## config.mk

```make
export PLATFORM = sky130hd
export DESIGN_NAME = riscv_instr_encoder
export DESIGN_NICKNAME = d
export VERILOG_FILES = /design/src/rtl/riscv_instr_encoder.sv
export SDC_FILE = /design/constraint.sdc
export NUM_CORES = 1
export LEC_CHECK = 0
export BUFFER_PORTS_ARGS = -buffer_cell sky130_fd_sc_hd__clkbuf_2
export CAP_MARGIN = 20
export CORE_AREA = 2 2 81 113
export CTS_CLUSTER_SIZE = 10
export DETAILED_ROUTE_END_ITERATION = 10
export DIE_AREA = 0 0 83 115
export MAX_ROUTING_LAYER = met4
export PLACE_DENSITY = 0.87
export RECOVER_POWER = 100
export SYNTH_ARGS = -nofsm -noshare
export SYNTH_HDL_FRONTEND = slang
export SYNTH_SLANG_ARGS = --single-unit
```

## constraint.sdc

```tcl
create_clock -name clk -period 8.4 [get_ports clk]
set_clock_uncertainty 0.1 [all_clocks]
set_input_delay 0.84 -clock clk [delete_from_list [all_inputs] [get_ports clk]]
set_output_delay 0.84 -clock clk [all_outputs]
set_load 0.02 [all_outputs]
```

## src/rtl/riscv_instr_encoder.sv

```systemverilog
// riscv_instr_encoder: two-stage RV32 instruction encoder.
// S1 captures the decoded fields and judges legality. S2 holds the encoded
// word and presents it with a sequential word address.
// Optional macro RISCV_ENC_RANGE_CHECK_EN: when defined, immediates that do
// not fit their format (or are misaligned) are dropped with an err pulse.
// When undefined, only fmt 6/7 is dropped, and other immediates are truncated.
module riscv_instr_encoder #(
    parameter int ADDR_W    = 8,
    parameter int BASE_ADDR = 0
) (
    input  logic              clk,
    input  logic              rst_n,
    input  logic              clear,
    input  logic              in_valid,
    output logic              in_ready,
    input  logic [2:0]        fmt,
    input  logic [6:0]        opcode,
    input  logic [4:0]        rd,
    input  logic [4:0]        rs1,
    input  logic [4:0]        rs2,
    input  logic [2:0]        funct3,
    input  logic [6:0]        funct7,
    input  logic [31:0]       imm,
    output logic              out_valid,
    input  logic              out_ready,
    output logic [31:0]       out_instr,
    output logic [ADDR_W-1:0] out_addr,
    output logic              err,
    output logic [7:0]        err_cnt
);

    typedef enum logic [2:0] {
        FMT_R = 3'd0,
        FMT_I = 3'd1,
        FMT_S = 3'd2,
        FMT_B = 3'd3,
        FMT_U = 3'd4,
        FMT_J = 3'd5
    } fmt_e;

    localparam logic [ADDR_W-1:0] L_BASE = ADDR_W'(BASE_ADDR);

    // S1 entry
    logic        r_s1_valid;
    logic [2:0]  r_s1_fmt;
    logic [6:0]  r_s1_opcode;
    logic [4:0]  r_s1_rd;
    logic [4:0]  r_s1_rs1;
    logic [4:0]  r_s1_rs2;
    logic [2:0]  r_s1_funct3;
    logic [6:0]  r_s1_funct7;
    logic [31:0] r_s1_imm;

    // S2 entry and output-side state
    logic              r_s2_valid;
    logic [31:0]       r_out_instr;
    logic [ADDR_W-1:0] r_out_addr;
    logic [7:0]        r_err_cnt;

    logic        w_range_ok;
    logic        w_s1_legal;
    logic        w_s2_load;
    logic        w_s1_adv;
    logic        w_s1_move;
    logic        w_accept;
    logic        w_out_fire;
    logic        w_err;
    logic [31:0] w_enc;

    // Immediate range/alignment check for the entry held in S1
    always_comb begin
        // NOTE: default first so every path assigns it; otherwise a latch is inferred.
        w_range_ok = 1'b1;
`ifdef RISCV_ENC_RANGE_CHECK_EN
        case (r_s1_fmt)
            FMT_I, FMT_S: w_range_ok = (&r_s1_imm[31:11]) | ~(|r_s1_imm[31:11]);
            FMT_B:        w_range_ok = ((&r_s1_imm[31:12]) | ~(|r_s1_imm[31:12])) & ~r_s1_imm[0];
            FMT_J:        w_range_ok = ((&r_s1_imm[31:20]) | ~(|r_s1_imm[31:20])) & ~r_s1_imm[0];
            FMT_U:        w_range_ok = ~(|r_s1_imm[11:0]);
            default:      w_range_ok = 1'b1;
        endcase
`endif
    end

    assign w_s1_legal = (r_s1_fmt <= FMT_J) & w_range_ok;

    // Pipeline flow: S2 refills when empty or draining; an illegal S1 entry always leaves
    assign w_s2_load  = ~r_s2_valid | out_ready;
    assign w_s1_adv   = r_s1_valid & (w_s2_load | ~w_s1_legal);
    assign w_s1_move  = r_s1_valid & w_s1_legal;
    assign in_ready   = ~clear & (~r_s1_valid | w_s1_adv);
    assign w_accept   = in_valid & in_ready;
    assign w_out_fire = r_s2_valid & out_ready;
    assign w_err      = r_s1_valid & ~w_s1_legal & ~clear;

    // Scatter S1 fields into the instruction word by format
    always_comb begin
        w_enc = 32'd0;
        case (r_s1_fmt)
            FMT_R: w_enc = {r_s1_funct7, r_s1_rs2, r_s1_rs1, r_s1_funct3, r_s1_rd, r_s1_opcode};
            FMT_I: w_enc = {r_s1_imm[11:0], r_s1_rs1, r_s1_funct3, r_s1_rd, r_s1_opcode};
            FMT_S: w_enc = {r_s1_imm[11:5], r_s1_rs2, r_s1_rs1, r_s1_funct3,
                            r_s1_imm[4:0], r_s1_opcode};
            FMT_B: w_enc = {r_s1_imm[12], r_s1_imm[10:5], r_s1_rs2, r_s1_rs1, r_s1_funct3,
                            r_s1_imm[4:1], r_s1_imm[11], r_s1_opcode};
            FMT_U: w_enc = {r_s1_imm[31:12], r_s1_rd, r_s1_opcode};
            FMT_J: w_enc = {r_s1_imm[20], r_s1_imm[10:1], r_s1_imm[11], r_s1_imm[19:12],
                            r_s1_rd, r_s1_opcode};
            default: w_enc = 32'd0;
        endcase
    end

    // S1 occupancy: fill on accept, empty when the entry leaves or on clear
    always_ff @(posedge clk or negedge rst_n) begin
        // NOTE: non-blocking assignments so every flop samples pre-edge values.
        if (!rst_n) begin
            r_s1_valid <= 1'b0;
        end else if (clear) begin
            r_s1_valid <= 1'b0;
        end else if (w_accept) begin
            r_s1_valid <= 1'b1;
        end else if (w_s1_adv) begin
            r_s1_valid <= 1'b0;
        end
    end

    // S1 field capture
    // NOTE: payload flops carry no reset; r_s1_valid qualifies them.
    always_ff @(posedge clk) begin
        if (w_accept) begin
            r_s1_fmt    <= fmt;
            r_s1_opcode <= opcode;
            r_s1_rd     <= rd;
            r_s1_rs1    <= rs1;
            r_s1_rs2    <= rs2;
            r_s1_funct3 <= funct3;
            r_s1_funct7 <= funct7;
            r_s1_imm    <= imm;
        end
    end

    // S2 output register: loads the encoded word when a legal S1 entry moves up
    always_ff @(posedge clk or negedge rst_n) begin
        if (!rst_n) begin
            r_s2_valid  <= 1'b0;
            r_out_instr <= 32'd0;
        end else if (clear) begin
            r_s2_valid  <= 1'b0;
        end else if (w_s2_load) begin
            r_s2_valid <= w_s1_move;
            if (w_s1_move) begin
                r_out_instr <= w_enc;
            end
        end
    end

    // Word address: advances on each output handshake, restarts on clear
    always_ff @(posedge clk or negedge rst_n) begin
        if (!rst_n) begin
            r_out_addr <= L_BASE;
        end else if (clear) begin
            r_out_addr <= L_BASE;
        end else if (w_out_fire) begin
            r_out_addr <= r_out_addr + 1'b1;
        end
    end

    // Saturating count of dropped requests; survives clear
    always_ff @(posedge clk or negedge rst_n) begin
        if (!rst_n) begin
            r_err_cnt <= 8'd0;
        end else if (w_err && (r_err_cnt != 8'hFF)) begin
            r_err_cnt <= r_err_cnt + 8'd1;
        end
    end

    assign out_valid = r_s2_valid;
    assign out_instr = r_out_instr;
    assign out_addr  = r_out_addr;
    assign err       = w_err;
    assign err_cnt   = r_err_cnt;

endmodule

```

; ---- After elaboration in Yosys (flattened, before gate mapping)
; Index checks and enable logic that the tools add are counted.
[totals]
register_bits = 117
inputBits = 72
word_cells = 50
[op_classes]
add_sub_neg = 2
n_lt_le_gt_ge = 1
n_eq_ne = 6
n_mux = 8
bitwise = 14
reduce_logical = 6
[op_table]
columns = operator, n
row1 = case mux 32 bit (6 select lines), 1
row2 = adder 8 x 1 -> 8 bit (second input constant), 2
row3 = two-way mux 8 bit, 2
row4 = inequality test 8 bit (second input constant), 1
row5 = AND 1 bit, 7
row6 = == test 3 x 2 -> 1 bit (second input constant), 2
row7 = == test 3 bit (second input constant), 2
row8 = two-way mux 1 bit, 5
row9 = inverter 1 bit, 4
row10 = nonzero test 2 bit, 2
row11 = == test 3 x 1 -> 1 bit (second input constant), 1
row12 = less-or-equal comparator 3 bit (second input constant), 1
row13 = zero test 3 bit, 1
row14 = bitwise OR 1 bit, 3
row15 = AND reduction 3 bit, 1
row16 = nonzero test 3 bit, 1
row17 = logical AND 1 bit, 1

; ---- Logic depth before layout (Yosys ltp)
[logic_depth]
depth_word = 9
depth_mapped = 7

; ---- Worst setup path after synthesis
; Ideal clock, no wire load.
[synth_path]
path_type = input to register
startpoint = input port out_ready
endpoint = register r_s1_fmt[0], enable pin
setup_ns = 0.432
arrival_ns = 2.973
t_required_ns = 7.868
slack_ns = 4.895
stages = 4
cell_sequence = nand2b_1 nor2_1 nor2_1 and2_1
[synth_between]
elab_chain_len = 6
[synth_rtl]
columns = element, line_no
row1 = from (decl), 25  ; input logic out_ready,
row2 = bitwise OR 1 bit, 88  ; assign w_s2_load = ~r_s2_valid | out_ready;
row3 = bitwise OR 1 bit, 89  ; assign w_s1_adv = r_s1_valid & (w_s2_load | ~w_s1_legal);
row4 = AND 1 bit, 89
row5 = bitwise OR 1 bit, 91  ; assign in_ready = ~clear & (~r_s1_valid | w_s1_adv);
row6 = AND 1 bit, 91
row7 = via in_ready, 15  ; output logic in_ready,
row8 = AND 1 bit, 92  ; assign w_accept = in_valid & in_ready;
row9 = via w_accept, 65  ; logic w_accept;
row10 = to (signal assigned), 131  ; r_s1_fmt <= fmt;
row11 = to (decl), 45  ; logic [2:0] r_s1_fmt;
; The timed path passes the listed nets, and every way through them passes these cells.
; A chain may end at the register's enable or synchronous reset.

; ---- Worst setup path after layout
[layout_path]
startpoint = register r_s1_fmt[2]
endpoint = register r_s1_funct3[2], enable pin
[layout_between]
elab_chain_len = 7
[layout_rtl]
columns = element, line_no
row1 = less-or-equal comparator 3 bit, 85  ; assign w_s1_legal = (r_s1_fmt <= FMT_J) & w_range_ok;
row2 = inverter 1 bit, 89
row3 = bitwise OR 1 bit, 89
row4 = AND 1 bit, 89
row5 = bitwise OR 1 bit, 91
row6 = AND 1 bit, 91
row7 = AND 1 bit, 92
row8 = via w_accept, 65
row9 = to (signal assigned), 136  ; r_s1_funct3 <= funct3;
row10 = to (decl), 50  ; logic [2:0] r_s1_funct3;
; The timed path passes the listed nets, and every way through them passes these cells.

==> run metrics <==
worst skew pair latency 0.40 ns; I/O Buffers 122; largest net degree at the start of global routing 68; Core Box Area 0.00856 sq mm; Fillers 619; DR WL/cell 16.0 um; Via density 5.35; worst r2r src r_s1_fmt[2]; Non-Filler Instances 568; Reg2Reg Setup Slack 4.05 ns; Placement Rows 40; main combinational cell family by area after synthesis compound AO/OA/AOI/OAI gates; Hold Path Class flop to flop; Post-Synthesis Cells 322; Inst Count DP 536; Residual DRC 0; CP required 8.24 ns; Worst setup EP type flop; Compound-Gate Fraction of Synth Area 0.110; Setup WS pre-CTS 5.78 ns; Total Wirelength 9070 um; period utilization 0.518; unrepaired setup endpoints after global routing no; outcome finished, violations left; GRT Util Overall 0.213; synth top area cells edfxtp_1, dfrtp_1, a22oi_1; total power 1600 uW; Final setup violation count 0; Post-CTS Repair Setup Buffers 0; slew margin rel. -1.22; Synthesis Warnings 0; cell accounting for the most synthesized area edfxtp_1; pwr/cell area 279 mW/mm^2; Critical Path Start Type flop; setup TNS 0 ns; net count after synthesis 396; antenna violations before repair 0; leading cell type in the layout, fill and taps excluded edfxtp_1; H-Tree Depth 4; clock sink count 117; post-synthesis cell area 0.00458 sq mm; worst-case clock buffer depth 2; vias in the first global route 3063; min Tclk post-route 4.35 ns; Final nets 524; most frequent cells in the layout edfxtp_1, clkbuf_1, clkbuf_2; WHS Path Cells 1; top-area cell type share of the netlist area 0.440; Overflow after GRT 0; Simple-Gate Fraction of Synth Area 0.0831; GP Congestion 0.769; Initial Utilization 0.535; violated checks max-capacitance violations, max-slew violations; drt pass-1 iters 5; die width 83 um; final worst slack 4.05 ns; cts hold-fix bufs 0; Crit path arrival time 4.19 ns; Hold Path Sink out_instr[6]; Maximum Capacitance Violations 3; Post-Synth XOR/XNOR Area 0.0249; total vias in the final route 3041; share of cells above drive strength 1 0.235; post-synthesis mux area share 0.0399; CTS tree done; Area growth, synth to finish 25.7%; DP HPWL 6000 um; initial drt markers 159; Post-Synth Adder-Cell Area 0.00547; crit-path max FO 67; Final Slew Violations 177; CTS Buf Count 17; Synth Register Bits 117; post_cts resized 0; Die Span Y 115 um; io pins 123; Seq/Total Area, Yosys 0.713; worst vdd ir 170 uV; reg-to-reg endpoint r_s1_funct3[2]; Cell variety after synth 41; hold_sp r_s1_opcode[6]; f_max 230 MHz; Fin. Hold Viols 0; r2r worst-path depth 5; die footprint 0.00955 sq mm; Setup Crit Path Kind flop to flop; ant diodes 0; ANT nets after route 0; clock root buffer clkbuf_16; Pleak 0.00225 uW; Worst Tran Pin Value 3.34 ns; CTS clk-pin slew, worst paths 0.05 ns; first-pass GRT wire length 14800 um; Syn Area/Cell 14.2 sq um
-- metal layers --
| layer | global-route usage | wire [um] |
|---|---|---|
| met5 | - | 0 |
| met4 | 0.0885 | 157 |
| met3 | 0.0625 | 508 |
| met2 | 0.353 | 4830 |
| met1 | 0.244 | 3570 |
-- worst max-delay path, cell delays in order, from the launching register on --
cell and delay (ns):
edfxtp_1 0.81, a21bo_2 0.27, nor2_1 0.06, nor2_1 0.12, and2_2 0.16, clkbuf_1 2.35
-- synthesized netlist by cell type --
cell type / instances
a21bo_2: 1
and3_1: 3
nor2b_1: 11
and2_1: 1
buf_1: 1
edfxtp_1: 67
a31oi_1: 1
a31oi_2: 1
or3_1: 1
o21ai_0: 8
xnor2_1: 10
nor3_1: 1
o211ai_1: 5
nand2_1: 14
nor3b_2: 1
a21oi_1: 22
and3b_1: 1
o21a_1: 5
buf_4: 2
nand4b_1: 1
ha_1: 2
buf_6: 2
nand2b_1: 1
and2b_1: 1
dfrtp_1: 50
nor4_1: 1
nor2_1: 32
a22oi_1: 19
inv_1: 5
mux2_2: 8
nand3_1: 4
nand3b_1: 1
clkbuf_1: 5
mux2i_1: 7
xor2_1: 3
mux2_1: 2
a32oi_1: 1
nand4_1: 4
a22o_1: 1
a21oi_2: 10
buf_2: 6
-- area by class of cell --
class                           count  area [sq um]  area share
Sequential cell                   117          3260       0.567
Clock buffer                       17           425      0.0739
Multi-Input combinational cell    184          1190       0.207
Tap cell                          105           131      0.0228
Timing Repair Buffer              125           543      0.0944
Inverter                            5          18.8     0.00326
Clock inverter                     15           181      0.0315
-- worst max-delay path by stage --
stage           startpoint        endpoint  slack [ns]  cells past startpoint
2_1_floorplan    out_ready     r_s1_fmt[0]        4.90                      4
3_3_place_gp     out_ready  r_s1_funct7[5]        5.84                      6
3_5_place_dp     out_ready    r_s1_imm[30]        5.78                      6
4_1_cts        r_s1_fmt[2]        in_ready        5.53                      4
5_1_grt        r_s1_fmt[2]  r_s1_funct3[2]        3.64                      5
6_report       r_s1_fmt[2]  r_s1_funct3[2]        4.05                      5
-- flip-flops by register name, indices dropped and copies added, names as in the netlist --
signal,cells
out_addr,8
r_s1_rd,5
r_s1_funct7,7
r_s1_fmt,3
out_valid,1
out_instr,32
r_s1_opcode,7
err_cnt,8
r_s1_valid,1
r_s1_rs1,5
r_s1_imm,32
r_s1_rs2,5
r_s1_funct3,3
-- report_power, final --
group / internal [uW] / switching [uW]
Sequential: 669 / 36.8
Combinational: 61.8 / 117
Clock: 467 / 254
Total: 1200 / 407
-- per-stage QoR --
| step | hold WS (ns) | instance area [sq um] | util |
|---|---|---|---|
| after CTS | 0.366 | 5860 | 0.685 |
| after detailed placement | 0.354 | 5260 | 0.614 |
| after floorplan | 0.339 | 4580 | - |
| after global routing | 0.387 | 5750 | 0.672 |
| after global placement | 0.344 | 5260 | 0.614 |
| final | 0.361 | 5750 | 0.672 |
-- kinds of logic after synthesis --
family,count (synthesis)
fa+ha+maj,2
buf+inv,21
flops,117
simple gates,78
compound gates,74
mux,17
xor+xnor,13
Note: power is estimated with default switching activity, not from simulation.
